### src/rtl/fdd_pkg.sv
// Shared constants, FSM state encoding and helpers for the floppy head sequencer.
package fdd_pkg;

    localparam int NUM_DRIVES = 4;
    localparam int CYL_W      = 7;

    // Default timing for a 20 MHz xclk
    localparam int DEF_MAX_CYL       = 83;
    localparam int DEF_INDEX_PERIOD  = 4000000;
    localparam int DEF_INDEX_WIDTH   = 40000;
    localparam int DEF_SETTLE_CYCLES = 300000;

    typedef enum logic [1:0] {
        IDLE   = 2'd0,
        SETTLE = 2'd1,
        REQ    = 2'd2
    } fdd_state_e;

    // Lowest-numbered slot set in the mask (0 when the mask is empty)
    function automatic logic [1:0] first_active(input logic [NUM_DRIVES-1:0] mask);
        logic [1:0] idx;
        idx = 2'd0;
        for (int i = NUM_DRIVES - 1; i >= 0; i--) begin
            if (mask[i]) idx = 2'(i);
        end
        return idx;
    endfunction

endpackage

### src/rtl/fdd_sync_edge.sv
// Two-flop synchroniser for one asynchronous host/uC line, with edge strobes
// taken between the second stage and a third registered copy.
module fdd_sync_edge #(
    parameter logic RST_VAL = 1'b0
) (
    input  logic xclk,
    input  logic rst,
    input  logic i_d,
    output logic o_q,
    output logic o_rise,
    output logic o_fall
);

    logic r_s1;
    logic r_s2;
    logic r_s3;

    // Synchroniser chain plus delayed copy for edge detection
    always_ff @(posedge xclk or posedge rst) begin
        if (rst) begin
            r_s1 <= RST_VAL;
            r_s2 <= RST_VAL;
            r_s3 <= RST_VAL;
        end else begin
            r_s1 <= i_d;
            r_s2 <= r_s1;
            r_s3 <= r_s2;
        end
    end

    assign o_q    = r_s2;
    assign o_rise = r_s2 & ~r_s3;
    assign o_fall = ~r_s2 & r_s3;

endmodule

### src/rtl/fdd_head_sequencer.sv
// Per-slot head position, motor latch, TRK0/INDEX generation and track-load
// request sequencing for the four emulated floppy drive slots.
//
// state  | meaning
// IDLE   | no head activity pending
// SETTLE | head moved recently; waiting for the settle timer to expire
// REQ    | request presented to the uC, waiting for req_ack
module fdd_head_sequencer
    import fdd_pkg::*;
#(
    parameter int MAX_CYL       = DEF_MAX_CYL,
    parameter int INDEX_PERIOD  = DEF_INDEX_PERIOD,
    parameter int INDEX_WIDTH   = DEF_INDEX_WIDTH,
    parameter int SETTLE_CYCLES = DEF_SETTLE_CYCLES
) (
    input  logic                  xclk,
    input  logic                  rst,
    input  logic [NUM_DRIVES-1:0] sel_n,
    input  logic [NUM_DRIVES-1:0] ena,
    input  logic                  mtr_n,
    input  logic                  dir,
    input  logic                  step_n,
    input  logic                  side,
    output logic [NUM_DRIVES-1:0] trk0_n,
    output logic [NUM_DRIVES-1:0] mtr_on,
    output logic                  index_n,
    output logic                  req_valid,
    output logic [1:0]            req_drive,
    output logic [CYL_W-1:0]      req_cyl,
    output logic                  req_side,
    input  logic                  req_ack
);

    localparam logic [1:0] S_IDLE   = IDLE;
    localparam logic [1:0] S_SETTLE = SETTLE;
    localparam logic [1:0] S_REQ    = REQ;

    localparam logic [CYL_W-1:0] L_MAX_CYL   = CYL_W'(MAX_CYL);
    localparam logic [31:0]      L_SETTLE    = 32'(SETTLE_CYCLES);
    localparam logic [31:0]      L_IDX_LAST  = 32'(INDEX_PERIOD - 1);
    localparam logic [31:0]      L_IDX_WIDTH = 32'(INDEX_WIDTH);

    logic [NUM_DRIVES-1:0] w_sel_q, w_sel_rise, w_sel_fall;
    logic [NUM_DRIVES-1:0] w_ena_q, w_ena_rise, w_ena_fall;
    logic w_mtr_n_q, w_mtr_n_rise, w_mtr_n_fall;
    logic w_dir_q, w_dir_rise, w_dir_fall;
    logic w_step_q, w_step_rise, w_step_fall;
    logic w_side_q, w_side_rise, w_side_fall;

    for (genvar g = 0; g < NUM_DRIVES; g++) begin : g_slot_sync
        fdd_sync_edge #(.RST_VAL(1'b1)) u_sel (
            .xclk(xclk), .rst(rst), .i_d(sel_n[g]),
            .o_q(w_sel_q[g]), .o_rise(w_sel_rise[g]), .o_fall(w_sel_fall[g])
        );
        fdd_sync_edge #(.RST_VAL(1'b0)) u_ena (
            .xclk(xclk), .rst(rst), .i_d(ena[g]),
            .o_q(w_ena_q[g]), .o_rise(w_ena_rise[g]), .o_fall(w_ena_fall[g])
        );
    end

    fdd_sync_edge #(.RST_VAL(1'b1)) u_mtr_n (
        .xclk(xclk), .rst(rst), .i_d(mtr_n),
        .o_q(w_mtr_n_q), .o_rise(w_mtr_n_rise), .o_fall(w_mtr_n_fall)
    );
    fdd_sync_edge #(.RST_VAL(1'b0)) u_dir (
        .xclk(xclk), .rst(rst), .i_d(dir),
        .o_q(w_dir_q), .o_rise(w_dir_rise), .o_fall(w_dir_fall)
    );
    fdd_sync_edge #(.RST_VAL(1'b1)) u_step (
        .xclk(xclk), .rst(rst), .i_d(step_n),
        .o_q(w_step_q), .o_rise(w_step_rise), .o_fall(w_step_fall)
    );
    fdd_sync_edge #(.RST_VAL(1'b0)) u_side (
        .xclk(xclk), .rst(rst), .i_d(side),
        .o_q(w_side_q), .o_rise(w_side_rise), .o_fall(w_side_fall)
    );

    logic [CYL_W-1:0]      r_cyl [NUM_DRIVES];
    logic [NUM_DRIVES-1:0] r_trk0_n;
    logic [NUM_DRIVES-1:0] r_mtr_on;
    logic [31:0]           r_idx_cnt;
    logic                  r_index_n;
    logic [1:0]            r_state;
    logic [31:0]           r_timer;
    logic [1:0]            r_drive;
    logic                  r_pending;
    logic [1:0]            r_pend_drive;
    logic                  r_req_valid;
    logic [1:0]            r_req_drive;
    logic [CYL_W-1:0]      r_req_cyl;
    logic                  r_req_side;

    logic [NUM_DRIVES-1:0] w_active;
    logic [NUM_DRIVES-1:0] w_moved;
    logic                  w_event;
    logic [1:0]            w_first;
    logic                  w_motor_any;

    assign w_active    = ~w_sel_q & w_ena_q;
    assign w_first     = first_active(w_active);
    assign w_motor_any = |(r_mtr_on & w_ena_q);

    // Which active slots actually move on this step (saturated steps do not count)
    always_comb begin
        w_moved = '0;
        for (int i = 0; i < NUM_DRIVES; i++) begin
            if (w_step_rise && w_active[i]) begin
                w_moved[i] = w_dir_q ? (r_cyl[i] != '0) : (r_cyl[i] != L_MAX_CYL);
            end
        end
    end

    assign w_event = (|w_moved) | ((w_side_rise | w_side_fall) & (|w_active));

    // Head position per slot and registered TRK0 indication
    always_ff @(posedge xclk or posedge rst) begin
        if (rst) begin
            for (int i = 0; i < NUM_DRIVES; i++) r_cyl[i] <= '0;
            r_trk0_n <= '0;
        end else begin
            for (int i = 0; i < NUM_DRIVES; i++) begin
                if (w_moved[i]) begin
                    r_cyl[i] <= w_dir_q ? r_cyl[i] - 1'b1 : r_cyl[i] + 1'b1;
                end
                r_trk0_n[i] <= (r_cyl[i] != '0);
            end
        end
    end

    // Motor latch on select falling edge; a disabled slot always reads motor off
    always_ff @(posedge xclk or posedge rst) begin
        if (rst) begin
            r_mtr_on <= '0;
        end else begin
            for (int i = 0; i < NUM_DRIVES; i++) begin
                if (!w_ena_q[i]) r_mtr_on[i] <= 1'b0;
                else if (w_sel_fall[i]) r_mtr_on[i] <= ~w_mtr_n_q;
            end
        end
    end

    // Shared revolution counter; cleared while no motor spins so the next
    // spin-up starts with the index pulse
    always_ff @(posedge xclk or posedge rst) begin
        if (rst) begin
            r_idx_cnt <= '0;
            r_index_n <= 1'b1;
        end else if (!w_motor_any) begin
            r_idx_cnt <= '0;
            r_index_n <= 1'b1;
        end else begin
            r_index_n <= (r_idx_cnt >= L_IDX_WIDTH);
            r_idx_cnt <= (r_idx_cnt == L_IDX_LAST) ? '0 : r_idx_cnt + 1'b1;
        end
    end

    // Track-load request sequencing with settle down-counter
    always_ff @(posedge xclk or posedge rst) begin
        if (rst) begin
            r_state      <= S_IDLE;
            r_timer      <= '0;
            r_drive      <= '0;
            r_pending    <= 1'b0;
            r_pend_drive <= '0;
            r_req_valid  <= 1'b0;
            r_req_drive  <= '0;
            r_req_cyl    <= '0;
            r_req_side   <= 1'b0;
        end else begin
            case (r_state)
                S_IDLE: begin
                    if (w_event) begin
                        r_drive <= w_first;
                        r_timer <= L_SETTLE;
                        r_state <= S_SETTLE;
                    end
                end
                S_SETTLE: begin
                    if (w_event) begin
                        r_drive <= w_first;
                        r_timer <= L_SETTLE;
                    end else if (!w_ena_q[r_drive]) begin
                        r_state <= S_IDLE;
                    end else if (r_timer == '0) begin
                        r_req_drive <= r_drive;
                        r_req_cyl   <= r_cyl[r_drive];
                        r_req_side  <= w_side_q;
                        r_req_valid <= 1'b1;
                        r_state     <= S_REQ;
                    end else begin
                        r_timer <= r_timer - 1'b1;
                    end
                end
                S_REQ: begin
                    if (w_event) begin
                        r_pending    <= 1'b1;
                        r_pend_drive <= w_first;
                    end
                    if (r_req_valid && req_ack) begin
                        r_req_valid <= 1'b0;
                        r_pending   <= 1'b0;
                        if (r_pending || w_event) begin
                            r_drive <= w_event ? w_first : r_pend_drive;
                            r_timer <= L_SETTLE;
                            r_state <= S_SETTLE;
                        end else begin
                            r_state <= S_IDLE;
                        end
                    end
                end
                default: r_state <= S_IDLE;
            endcase
        end
    end

    assign trk0_n    = r_trk0_n;
    assign mtr_on    = r_mtr_on;
    assign index_n   = r_index_n;
    assign req_valid = r_req_valid;
    assign req_drive = r_req_drive;
    assign req_cyl   = r_req_cyl;
    assign req_side  = r_req_side;

endmodule

### config.mk
export PLATFORM = sky130hd
export DESIGN_NAME = fdd_head_sequencer
export DESIGN_NICKNAME = d
export VERILOG_FILES = /design/src/rtl/fdd_pkg.sv /design/src/rtl/fdd_sync_edge.sv /design/src/rtl/fdd_head_sequencer.sv
export SDC_FILE = /design/constraint.sdc
export NUM_CORES = 1
export LEC_CHECK = 0
export ABC_AREA = 1
export BUFFER_PORTS_ARGS = -buffer_cell sky130_fd_sc_hd__buf_4
export CORE_MARGIN = 1
export CORE_UTILIZATION = 45
export DETAILED_ROUTE_END_ITERATION = 8
export GPL_TIMING_DRIVEN = 0
export PLACE_DENSITY = 0.65
export SLEW_MARGIN = 20
export SYNTH_ARGS = -nofsm -noshare
export SYNTH_HDL_FRONTEND = slang
export SYNTH_HIERARCHICAL = 1
export SYNTH_SLANG_ARGS = --single-unit
### constraint.sdc
create_clock -name xclk -period 4.6 [get_ports xclk]
set_input_delay 0.23 -clock xclk [delete_from_list [all_inputs] [get_ports xclk]]
set_output_delay 0.23 -clock xclk [all_outputs]
set_load 0.005 [all_outputs]
## Word level (Yosys, flattened, before mapping)

Index checks and enable logic that the tools add are counted.

| word-level totals | value |
|---|---|
| memory bits (writable) | 0 |
| output and inout port bits | 20 |
| register bits | 149 |
| memories | 0 |
| bits in latches | 0 |
| ROM bits | 0 |
| word-level logic and storage cells | 191 |

| operators by class | value |
|---|---|
| divide/modulo/power cells | 0 |
| reduce and logical (&&, ||, !) cells | 26 |
| add/subtract/negate cells | 10 |
| mux-type cells | 58 |
| $mul | 0 |
| bitwise gates (word level) | 23 |
| magnitude comparators | 3 |
| equal/unequal tests | 21 |
| shift-type cells | 0 |

Operators by type and width:

| kind | count |
|---|---|
| $mux W32 | 8 |
| $pmux W32 S3 | 1 |
| $mux W7 | 6 |
| $add A32 B1 Y32 const B | 1 |
| $eq A32 B22 Y1 const B | 1 |
| $ge A32 B16 Y1 const B | 1 |
| $logic_not A32 Y1 | 1 |
| $sub A32 B1 Y32 const B | 1 |
| $add A7 B1 Y7 const B | 4 |
| $ne A7 B7 Y1 const B | 4 |
| $reduce_bool A7 Y1 | 4 |
| $sub A7 B1 Y7 const B | 4 |
| $mux W2 | 13 |
| $mux W1 | 25 |
| $ne A2 B2 Y1 const B | 10 |
| $bmux W7 S2 | 1 |
| $reduce_and A4 Y1 | 3 |
| $reduce_or A4 Y1 | 3 |
| $ne A3 B3 Y1 const B | 3 |
| $not A1 Y1 | 9 |
| $and A1 B1 Y1 | 8 |
| $and A4 B4 Y4 | 2 |
| $pmux W2 S3 | 1 |
| $reduce_and A6 Y1 | 1 |
| 19 further kinds | 26 |

## Longest topological paths before layout

| logic depth | value |
|---|---|
| depth in word-level cells | 10 |
| mapped depth | 15 |
| mapped depth without buffers | 14 |

## Modules after synthesis

The synthesis kept the hierarchy.

By module, submodules not included:

| module | area each (um^2) | cells an instance | times used |
|---|---|---|---|
| fdd_head_sequencer | 7856.3 | 1088 | 1 |
| fdd_sync_edge at g_slot_sync[0].u_sel ... | 97.6 | 8 | 6 |
| fdd_sync_edge at g_slot_sync[0].u_ena ... | 93.8 | 8 | 6 |

## Least setup slack after synthesis

No wires, ideal clock.

| timing path | value |
|---|---|
| path kind | register to register |
| start point | register u_dir.r_s2, in the netlist u_dir/o_q |
| end point | register r_cyl[13] (netlist bit) |
| buffers on the path | 1 |
| data required time | 4.476 ns |
| stages on the path, launching flop included | 12 |
| setup slack | 2.272 ns |
| period minus slack after synthesis | 2.328 ns |
| setup time | 0.124 ns |
| arrival time | 2.204 ns |
| cells stage by stage | dfrtp_1 buf_6 inv_4 fa_1 nand3b_1 nand2_1 nand2_1 nand2_1 a21oi_1 a21oi_1 o21ai_0 xnor2_1 |

| on the way | value |
|---|---|
| cells in the longest elaborated chain, start to end | 2 |
| elaborated cells on any way between the ends | 3 |
| classes of those cells | mux (3) |

RTL lines:

| item | RTL line | source |
|---|---|---|
| start: declaration | fdd_sync_edge.sv:15 | `logic r_s2;` |
| start signal: assignment | fdd_sync_edge.sv:26 | `r_s2 <= r_s1;` |
| $mux W1 | fdd_head_sequencer.sv:108 | `w_moved[i] = w_dir_q ? (r_cyl[i] != '0) : (r_cyl[i] != L_MAX_CYL);` |
| $mux W1 | fdd_head_sequencer.sv:107 | `if (w_step_rise && w_active[i]) begin` |
| end signal: indexed assignment | fdd_head_sequencer.sv:123 | `r_cyl[i] <= w_dir_q ? r_cyl[i] - 1'b1 : r_cyl[i] + 1'b1;` |
| end: declaration | fdd_head_sequencer.sv:78 | `logic [CYL_W-1:0] r_cyl [NUM_DRIVES];` |

Several ways; a longest one is shown, not always the timed one.
A chain may end at the register's enable or synchronous reset.

## Final worst setup path

| timing path | value |
|---|---|
| start point | register u_dir.r_s2, in the netlist u_dir/o_q |
| end point | register r_timer[18] |

| on the way | value |
|---|---|
| cells in the longest elaborated chain, start to end | 7 |
| elaborated cells on any way between the ends | 18 |
| classes of those cells | eq/ne (4); mux (10); bitwise (1); reduce/logical (3) |

RTL lines:

| item | RTL line | source |
|---|---|---|
| $mux W1 | fdd_head_sequencer.sv:108 |  |
| $mux W1 | fdd_head_sequencer.sv:107 |  |
| $reduce_or A4 Y1 * | fdd_head_sequencer.sv:113 | `assign w_event = (\|w_moved) \| ((w_side_rise \| w_side_fall) & (\|w_active));` |
| $or A1 B1 Y1 * | fdd_head_sequencer.sv:113 |  |
| $logic_or A1 B1 Y1 | fdd_head_sequencer.sv:202 | `if (r_pending \|\| w_event) begin` |
| $ne A2 B2 Y1 (no line) | n/a |  |
| $reduce_and A6 Y1 (no line) | n/a |  |
| end signal: assignment | fdd_head_sequencer.sv:191 | `r_timer <= r_timer - 1'b1;` |
| end: declaration | fdd_head_sequencer.sv:84 | `logic [31:0] r_timer;` |

Mark *: on every way between the ends. The rest lies on a longest branch, timed or not.

==> results.cfg <==
[outcome]
status = finished clean

[power]
power_density_nw_per_um2 = 502.5
p_leak_nw = 4.892
peakVddDrop_v = 0.0003367

[die]
core_sq_um = 18830
dieArea_sq_um = 19950
row_count = 50
initial_core_util_pct = 46.34
ios = 35
die_x_um = 141.3
die_h_um = 141.3

[timing]
fmax_mhz = 359.9
fin_crit_ns = 2.779
maxSlewViolCount = 0
skew_ns = 0.01271
grt_setup_unrepaired = false
max_slew_margin_pct = 38.65
fin_tns_setup_ns = 0
finalCritPeriodShare_pct = 60.40
setup_slack_ns = 1.821
setup_viol = 0
worst_pin_slew_ns = 0.9203
final-hold-violation-count = 0

[placed_design]
place_hpwl_um = 14980
port_buffers = 34
place_area_sq_um = 9341
gp_congestion = 0.8632
post-place-ws_ns = 1.828

[setup_path]
cp.required_ns = 4.92
crit_end = r_timer[18]
critPathLaunchType = flip-flop
reg2reg_slack_ns = 1.82
cp_data_arrival_time_ns = 3.09
max_stage_delay_ns = 0.94
r2r_start = u_dir/o_q
ff2ff_path_depth = 13
path_max_fanout = 21
worst_path_max_delay_cell = dfrtp_1
path_common_cell = nand2_1
r2r-end = r_timer[18]
cp-startpoint = u_dir/o_q
setup.worst_path.class = reg2reg
end_kind = flip-flop
crit_chain = buf_6 -> inv_4 -> nand2_1 -> nor2_1 -> nand2_1 -> nand2_2 -> nor2_2 -> nor2_4 -> nand3_2 -> nand4_4 -> buf_6 -> nand2_1 -> nand2_1

[synth]
yosys_warnings = 6
syn_inst = 1144
syn_area_per_cell_sq_um = 7.628
syn_nets = 1187
synth_area_sq_um = 8726

[finish]
antennaDiodeCount = 0
nNetsFinal = 1254
final_cell_area_sq_um = 10030
drive_above_1_share_pct = 12.01
areaGrowthSynthToFinish_pct = 14.97

[global_routing]
grt_pass1_wl_um = 34780
grt_overflow_total = 0
grt_pass1_vias = 7204
antenna_found_initial = 0
grt_max_degree = 77
grt_usage_pct = 21.87

[detailed_routing]
wl_um = 20170
drc = 0
drt_iter0_drc = 455
vias = 7448
postRouteAntennaNets = 0
drtPass1Iterations = 5
wire_per_inst_um = 13.59
vias_per_cell = 5.019

[cts]
cts_setup_buffers = 0
clock_path_buffers = 2
htreeDepth = 4
cts_root_buf = clkbuf_16
cts_made_buffers = 17
cts.sinks = 149
cts_tree = yes
clock_latency_ns = 0.43
clkTransAtPathRegs_ns = 0.07

[hold_path]
hold_class = in2reg

[job]
maxCapViolCount = 0
-- metrics by stage --
step | instances | utilization, % | power (mW) | hold slack (ns)
4_1_cts | 1484 | 53.28 | 5.074 | 0.1591
3_5_place_dp | 1439 | 49.61 | 3.711 | 0.1945
6_report | 1484 | 53.28 | 5.041 | 0.1740
2_1_floorplan | 1144 | - | 3.210 | -0.02882
3_3_place_gp | 1438 | 49.42 | 3.661 | 0.1761
5_1_grt | 1484 | 53.28 | 5.448 | 0.1885
-- state kept, by name (all words and copies together) (netlist names), 4 cells and up --
register                flops
trk0_n                      4
g_slot_sync.u_ena/r_s1      4
r_idx_cnt                  32
r_timer                    32
r_cyl                      28
g_slot_sync.u_ena/o_q       4
g_slot_sync.u_sel/r_s1      4
g_slot_sync.u_sel/r_s3      4
mtr_on                      4
g_slot_sync.u_sel/o_q       4
req_cyl                     7
-- worst max-delay path, delay by kind of cell, from the launching register on --
kind                   cells  cell delay [ns]
and+or+nand+nor           10             1.12
DFF                        1             0.94
buffers and inverters      3             0.57
-- cell type report --
class	count	area, sq um
plain buffers	24	141.4
clock buffers	19	454.2
clock inverters	13	106.4
fillers	1809	8798
inverters	162	620.6
multi-input cells	809	4220
flip-flops and latches	149	3751
well taps	260	325.3
repair buffers	48	412.9
-- timing repair --
item / CTS / global route
resized for setup: 0 / 0
hold buffers: 13 / 0
hold endpoints to repair: 85 / 0
-- metal layers --
layer	wire (um)	track usage (%)	vias to the layer above
li1	-	-	3825
met1	9551	28.68	3501
met2	9788	36.95	95
met3	457	3.341	27
met4	368	7.437	0
met5	0	0	-
-- report_power, final --
group          total, mW  switching (mW)  internal, mW
Clock               1.34           0.606         0.736
Combinational       1.89            1.19         0.703
Sequential          1.81           0.255          1.55
Total               5.04            2.05          2.99
-- how the worst min path moves through the flow --
stage / from / to / depth (start not counted)
after floorplan: rst / g_slot_sync[0].u_ena/o_q / 1
after global placement: rst / g_slot_sync[3].u_ena/r_s1 / 2
after detailed placement: rst / u_dir/r_s1 / 2
after CTS: req_ack / req_valid / 4
after global routing: req_ack / req_valid / 4
final: req_ack / req_valid / 4
-- layout by cell type, fill, tap and decap left out, types with 6 or more instances in the layout --
cell and instances:
inv_1 151, nor2_2 8, o21ai_1 11, buf_2 14
dlygate4sd3_1 13, nor2_1 159, buf_4 35, ha_1 24
nand4_1 52, xnor2_1 12, a21oi_1 47, o22ai_1 8
xor2_1 37, nor3_1 23, clkbuf_1 6, inv_6 7
nand2_1 271, nand3_1 54, dfrtp_1 131, o21ai_0 48
inv_2 7, clkbuf_16 18, nor4_1 7, nand3_2 6
dfstp_2 18
Power figures use the tool's default switching activity.
